## config.mk

```make
export PLATFORM = sky130hd
export DESIGN_NAME = calc_arbiter
export DESIGN_NICKNAME = d
export VERILOG_FILES = /design/src/rtl/calc_pkg.sv /design/src/rtl/ALU.sv /design/src/rtl/calc_arbiter.sv
export SDC_FILE = /design/constraint.sdc
export NUM_CORES = 1
export LEC_CHECK = 0
export ABC_AREA = 1
export CAP_MARGIN = 20
export CORE_UTILIZATION = 36
export CTS_CLUSTER_SIZE = 40
export DETAILED_ROUTE_END_ITERATION = 8
export SLEW_MARGIN = 0
export SYNTH_ARGS = -nofsm -noshare
export SYNTH_HDL_FRONTEND = slang
export SYNTH_SLANG_ARGS = --single-unit
export TNS_END_PERCENT = 30
```

## constraint.sdc

```tcl
create_clock -name clk -period 4.5 [get_ports clk]
set_clock_uncertainty 0.05 [all_clocks]
set_input_delay 0.675 -clock clk [delete_from_list [all_inputs] [get_ports clk]]
set_output_delay 0.675 -clock clk [all_outputs]
set_load 0.02 [all_outputs]
```

## src/rtl/calc_pkg.sv

```systemverilog
// Shared definitions for the calculator arbiter: widths, ALU opcodes and the
// sequencing FSM state encoding.
package calc_pkg;

  localparam int W_DEF   = 4;
  localparam int OPW_DEF = 3;

  localparam logic [2:0] OP_ADD = 3'b000;
  localparam logic [2:0] OP_SUB = 3'b001;
  localparam logic [2:0] OP_AND = 3'b010;
  localparam logic [2:0] OP_OR  = 3'b011;
  localparam logic [2:0] OP_NOT = 3'b100;

  typedef enum logic [1:0] {
    ST_IDLE = 2'b00,
    ST_EXEC = 2'b01,
    ST_RESP = 2'b10
  } state_e;

endpackage

```

## src/rtl/ALU.sv

```systemverilog
// Shared combinational ALU; unsupported opcodes produce zero.
module ALU
  import calc_pkg::*;
#(
  parameter int W   = W_DEF,
  parameter int OPW = OPW_DEF
) (
  input  logic [W-1:0]   a,
  input  logic [W-1:0]   b,
  input  logic [OPW-1:0] op,
  output logic [W-1:0]   y
);

  // Opcode decode; ADD/SUB wrap at W bits.
  always_comb begin
    y = {W{1'b0}};
    case (op)
      OPW'(OP_ADD): y = a + b;
      OPW'(OP_SUB): y = a - b;
      OPW'(OP_AND): y = a & b;
      OPW'(OP_OR):  y = a | b;
      OPW'(OP_NOT): y = ~a;
      default:      y = {W{1'b0}};
    endcase
  end

endmodule

```

## src/rtl/calc_arbiter.sv

```systemverilog
// Round-robin front end for the shared ALU: accepts one transaction from two
// requesters, executes it, and holds a tagged response until it is consumed.
module calc_arbiter
  import calc_pkg::*;
#(
  parameter int W   = W_DEF,
  parameter int OPW = OPW_DEF
) (
  input  logic           clk,
  input  logic           rst,
  input  logic           req0_valid,
  output logic           req0_ready,
  input  logic [W-1:0]   req0_a,
  input  logic [W-1:0]   req0_b,
  input  logic [OPW-1:0] req0_op,
  input  logic           req1_valid,
  output logic           req1_ready,
  input  logic [W-1:0]   req1_a,
  input  logic [W-1:0]   req1_b,
  input  logic [OPW-1:0] req1_op,
  output logic           rsp_valid,
  input  logic           rsp_ready,
  output logic           rsp_id,
  output logic [W-1:0]   rsp_result,
  output logic           rsp_err
);

  state_e         state_q, state_d;
  logic           last_grant_q, last_grant_d;
  logic [W-1:0]   a_q, a_d;
  logic [W-1:0]   b_q, b_d;
  logic [OPW-1:0] op_q, op_d;
  logic           id_q, id_d;
  logic           rsp_valid_q, rsp_valid_d;
  logic           rsp_id_q, rsp_id_d;
  logic [W-1:0]   rsp_result_q, rsp_result_d;
  logic           rsp_err_q, rsp_err_d;

  logic           grant0_s, grant1_s;
  logic           err_s;
  logic [W-1:0]   alu_y_s;

  ALU #(.W(W), .OPW(OPW)) u_alu (
    .a  (a_q),
    .b  (b_q),
    .op (op_q),
    .y  (alu_y_s)
  );

  // Round-robin pick: on contention the requester not granted last wins.
  always_comb begin
    grant0_s = req0_valid && (!req1_valid || last_grant_q);
    grant1_s = req1_valid && (!req0_valid || !last_grant_q);
    err_s    = (op_q > OPW'(OP_NOT));
  end

  assign req0_ready = !rst && (state_q == ST_IDLE) && grant0_s;
  assign req1_ready = !rst && (state_q == ST_IDLE) && grant1_s;

  // Next-state and datapath update for the accept / execute / respond sequence.
  always_comb begin
    state_d      = state_q;
    last_grant_d = last_grant_q;
    a_d          = a_q;
    b_d          = b_q;
    op_d         = op_q;
    id_d         = id_q;
    rsp_valid_d  = rsp_valid_q;
    rsp_id_d     = rsp_id_q;
    rsp_result_d = rsp_result_q;
    rsp_err_d    = rsp_err_q;
    case (state_q)
      ST_IDLE: begin
        if (req0_ready) begin
          a_d          = req0_a;
          b_d          = req0_b;
          op_d         = req0_op;
          id_d         = 1'b0;
          last_grant_d = 1'b0;
          state_d      = ST_EXEC;
        end else if (req1_ready) begin
          a_d          = req1_a;
          b_d          = req1_b;
          op_d         = req1_op;
          id_d         = 1'b1;
          last_grant_d = 1'b1;
          state_d      = ST_EXEC;
        end else begin
          state_d      = ST_IDLE;
        end
      end
      ST_EXEC: begin
        rsp_valid_d  = 1'b1;
        rsp_id_d     = id_q;
        rsp_err_d    = err_s;
        rsp_result_d = err_s ? {W{1'b0}} : alu_y_s;
        state_d      = ST_RESP;
      end
      ST_RESP: begin
        if (rsp_valid_q && rsp_ready) begin
          rsp_valid_d = 1'b0;
          state_d     = ST_IDLE;
        end else begin
          state_d     = ST_RESP;
        end
      end
      default: begin
        rsp_valid_d = 1'b0;
        state_d     = ST_IDLE;
      end
    endcase
  end

  // State and response registers; reset discards any in-flight work.
  always_ff @(posedge clk or posedge rst) begin
    if (rst) begin
      state_q      <= ST_IDLE;
      last_grant_q <= 1'b1;
      a_q          <= {W{1'b0}};
      b_q          <= {W{1'b0}};
      op_q         <= {OPW{1'b0}};
      id_q         <= 1'b0;
      rsp_valid_q  <= 1'b0;
      rsp_id_q     <= 1'b0;
      rsp_result_q <= {W{1'b0}};
      rsp_err_q    <= 1'b0;
    end else begin
      state_q      <= state_d;
      last_grant_q <= last_grant_d;
      a_q          <= a_d;
      b_q          <= b_d;
      op_q         <= op_d;
      id_q         <= id_d;
      rsp_valid_q  <= rsp_valid_d;
      rsp_id_q     <= rsp_id_d;
      rsp_result_q <= rsp_result_d;
      rsp_err_q    <= rsp_err_d;
    end
  end

  assign rsp_valid  = rsp_valid_q;
  assign rsp_id     = rsp_id_q;
  assign rsp_result = rsp_result_q;
  assign rsp_err    = rsp_err_q;

endmodule
```

; ---- Yosys cells after proc, flatten, opt, wreduce, memory -nomap -nowiden
; Cells that the tools add are included.
[totals]
romBits = 0
wordCells = 57
memories = 0
regBits = 22
ramBits = 0
latchBits = 0
[op_classes]
multipliers = 0
n_shift = 0
addsub = 2
bitwise_logic = 4
n_eq_ne = 7
n_lt_le_gt_ge = 1
n_reduce_logical = 17
n_mux = 16
n_div = 0
[ops]
columns = op, count
row1 = $mux W4, 5
row2 = $pmux W4 S5, 1
row3 = $eq A3 B2 Y1 const B, 2
row4 = $logic_and A1 B1 Y1, 6
row5 = $mux W3, 2
row6 = $pmux W2 S3, 1
row7 = $mux W1, 5
row8 = $add A4 B4 Y4, 1
row9 = $and A4 B4 Y4, 1
row10 = $logic_not A1 Y1, 4
row11 = $not A4 Y4, 1
row12 = $or A4 B4 Y4, 1
row13 = $reduce_and A2 Y1, 2
row14 = $sub A4 B4 Y4, 1
row15 = $eq A3 B1 Y1 const B, 1
row16 = $eq A3 B3 Y1 const B, 1
row17 = $gt A3 B3 Y1 const B, 1
row18 = $logic_not A3 Y1, 1
row19 = $pmux W1 S3, 1
row20 = $eq A2 B1 Y1 const B, 1
row21 = $eq A2 B2 Y1 const B, 1
row22 = $logic_not A2 Y1, 1
row23 = $logic_or A1 B1 Y1, 2
row24 = $mux W2, 1
row25 = 3 further kinds, 3

; ---- Logic depth before layout (Yosys ltp)
[depth]
word_depth = 7
mapped_depth = 16
depth_no_buf = 16

; ---- Cells and area by module
; A second synthesis with hierarchy kept.
[hier_totals]
cells_unflattened = 222
area_unflattened_um2 = 1579.0
[modules_own_cells]
columns = mod, cells_each, n_inst, area_per_inst_um2
row1 = calc_arbiter, 150, 1, 1178.6
row2 = ALU, 72, 1, 400.4

; ---- Worst setup path before layout
; No wires, ideal clock.
[synth_path]
kind = input port to output port
from = in rst
to = out req0_ready
required_ns = 3.775
arrival_time_ns = 1.784
path_buffers = 1
setup_slack_ns = 1.991
cell_stages = 6
cell_sequence = inv_1 -> nand2_2 -> inv_2 -> nand2_4 -> inv_4 -> buf_2
[synth_via]
elab_chain_cells = 3
[synth_lines]
columns = element, line_no
row1 = "start, declared", calc_arbiter.sv:10  ; input logic rst,
row2 = $logic_not A1 Y1 (no line), n/a
row3 = $logic_and A1 B1 Y1 (2 in series), calc_arbiter.sv:57  ; assign req0_ready = !rst && (state_q == ST_IDLE) && grant0_s;
row4 = "end, declared", calc_arbiter.sv:12  ; output logic req0_ready,
; No other way between the ends.

; ---- Worst setup path after layout
; Ends and elaborated chain as after synthesis.

==> results by group <==
Run status
  • Status: finished, final reports clean

Layout
  • Layout cell share with drive strength beyond 1: 0.1435
  • Inserted Diodes: 0
  • Commonest non-fill, non-tap cell in the layout: nand2_1
  • P&R area growth vs syn: 32.56%
  • Most frequent cells in the layout: nand2_1, clkdlybuf4s50_1, inv_1
  • Non-filler cells, final: 257
  • Final nets: 244

Timing
  • Final worst path period share: 0.7251
  • Fmax: 306.5 MHz
  • Crit path time final: 3.263 ns
  • Final WS setup: 1.237 ns
  • Final Hold Fails: 0
  • Unrepaired setup endpoints after global routing: no
  • Actual slew at the worst max-slew pin: 0.4168 ns
  • Finish-stage setup viols: 0
  • Setup TNS: 0 ns
  • Max-slew violation count: 0
  • Slew headroom: 0.7217

Detailed routing
  • Routed Antenna Nets: 0
  • DRT Wirelength: 3316 um
  • 1st-pass router iterations: 6
  • Vias: 1,268
  • WL per Instance: 12.90 um
  • Via density: 4.934
  • DRC violations left: 0
  • Detailed Route Iter0 Violations: 38

Floorplanning
  • Die area: 0.004150 mm2
  • Die H: 64.42 um
  • Rows: 22
  • # IOs: 36
  • Die X-Extent: 64.42 um
  • Initial Util: 0.3803
  • Total core area: 0.003689 mm2

Min path
  • Min-Delay Path Class: reg2reg
  • HP Start: rsp_err$_DFFE_PP0P_
  • Hold path cells: 2
  • Hold endpoint: rsp_err$_DFFE_PP0P_

Clock tree
  • Post-CTS Resized: 0
  • # clock sinks: 22
  • Worst skew pair latency: 0.26 ns
  • Hold buffers post-CTS: 0
  • Clock root cell: clkbuf_8
  • TritonCTS clock tree: built
  • H-Tree Depth: 1
  • Max Root-Sink Buffers: 2
  • Post-CTS setup buffer count: 0
  • CTS buffer count: 3
  • Reg clk slew, reported paths: 0.08 ns

Placement
  • Buffers on Ports: 35
  • Routability congestion estimate: 0.8161
  • Place WS: 1.203 ns
  • DPL Wire Length: 2683 um
  • Cells after DPL: 253

Critical path
  • Crit path kind: in2out
  • Peak per-stage delay on the critical path: 0.63 ns
  • Most used cell, CP: clkdlybuf4s50_1
  • Critical Path End Type: output port
  • End of the worst register-to-register path: rsp_result[1]$_DFFE_PP0P_
  • Worst setup SP type: input port
  • Worst path slowest cell: clkdlybuf4s50_1
  • Worst endpoint required time: 3.77 ns
  • Crit Path Max Fanout: 23
  • R2r worst-path depth: 9
  • RR Startpoint: op_q[2]$_DFFE_PP0P_
  • Crit. Startpoint: rst
  • R2r setup slk: 2.26 ns
  • Crit-path cells: clkdlybuf4s50_1 -> inv_1 -> buf_4 -> nand2_2 -> inv_2 -> nand2_4 -> inv_4 -> clkdlybuf4s50_1
  • Worst Path Arrival: 2.54 ns

GRT
  • Met3 global-route usage: 0.01056
  • GRT overflow: 0
  • Global-route usage over all layers: 0.1733
  • Met1 usage: 0.2133
  • Initial antenna violation count: 0
  • Global-route wire length before repair: 5589 um
  • Largest net degree at the start of global routing: 24
  • Number of global-route vias before repair: 1,281
  • Met2 GRT Util: 0.3224
  • GRT Max-Usage Layer: met2

Synth
  • #FFs+latches synth: 22
  • Ys flop type: dfrtp_1
  • Post-Synthesis Net Count: 207
  • Synth warn: 0
  • Post-synth ARST share: 1.000
  • Gate Count Post-Synth: 173
  • Synthesized cell area: 0.001403 mm2
  • Syn avg cell area: 8.107 um2
  • Netlist cell types: 27
  • EDFF count, synth: 0
  • Sequential area share after synthesis: 0.3934

Pwr
  • Pwr per Cell Area: 699.6 mW/mm2
  • VDD IR max: 250.9 uV
  • Leakage: 0.8712 nW

Job
  • Max_cap viols: 0
## kinds of logic (layout without fill, tap and decap cells)
kind of cell             Yosys count  in the layout  synth area share
AND/OR/NAND/NOR                   71             71            0.2203
AO/OA/AOI/OAI                     40             40            0.2123
buffers and inverters             32             68           0.09991
adder cells (fa/ha/maj)            7              7           0.06780
XOR/XNOR                           1              1          0.006246
flip-flops                        22             22            0.3934
## through the flow
| stage | util | hold WS, ns | area [um2] | total power, W |
|---|---|---|---|---|
| floorplan | - | 0.4339 | 1403 | 0.0009061 |
| global placement | 0.4847 | 0.4198 | 1788 | 0.001085 |
| detailed placement | 0.4847 | 0.4238 | 1788 | 0.001131 |
| CTS | 0.5041 | 0.4442 | 1859 | 0.001315 |
| global route | 0.5041 | 0.4724 | 1859 | 0.001424 |
| finish | 0.5041 | 0.4387 | 1859 | 0.001301 |
## worst max-delay path, delay by kind of cell
kind	cells	cell delay (ns)
buffers and inverters	6	1.61
and+or+nand+nor	2	0.24
## registers in the layout (all words and copies together) (netlist names)
register and flops:
rsp_valid 1, op_q 3, rsp_err 1, id_q 1
b_q 4, rsp_result 4, state_q 2, rsp_id 1
last_grant_q 1, a_q 4
## final cells by class
| type | instances | area (um2) |
|---|---|---|
| fillers | 365 | 1829 |
| multi-input cells | 119 | 710.7 |
| flip-flops and latches | 22 | 551.8 |
| repair buffers | 36 | 357.8 |
| inverters | 28 | 107.6 |
| well taps | 48 | 60.06 |
| clock buffers | 3 | 41.29 |
| clock inverters | 1 | 30.03 |
## power by group
part	leakage, nW	switching, W	internal [W]	total [W]
Clock	0.0357	0.0000625	0.000119	0.000181
Sequential	0.272	0.0000821	0.000292	0.000374
Combinational	0.563	0.000430	0.000316	0.000745
## synth_stat cells, types with 3 or more instances
| cell | instances | area [um2] |
|---|---|---|
| nand2_1 | 37 | 138.9 |
| inv_1 | 24 | 90.09 |
| dfrtp_1 | 21 | 525.5 |
| nor2_1 | 18 | 67.56 |
| o21ai_0 | 11 | 55.05 |
| o22ai_2 | 9 | 112.6 |
| o21ai_1 | 8 | 40.04 |
| nand3_1 | 7 | 35.03 |
| ha_1 | 6 | 75.07 |
| o21ai_2 | 4 | 35.03 |
| a21oi_1 | 3 | 15.01 |
| inv_2 | 3 | 11.26 |
| nor3_1 | 3 | 15.01 |
## how the worst max path moves through the flow
stage / depth (start not counted) / slack [ns] / to
final: 8 / 1.24 / req0_ready
after global routing: 8 / 1.06 / req0_ready
after CTS: 8 / 1.19 / req0_ready
after detailed placement: 8 / 1.20 / req0_ready
after global placement: 8 / 1.23 / req0_ready
after floorplan: 6 / 1.99 / req0_ready
## metal layers
layer	wire [um]	vias up
met5	0	-
met4	21	0
met3	79	2
met2	1724	22
met1	1491	608
li1	-	636
Power figures use the tool's default switching activity.
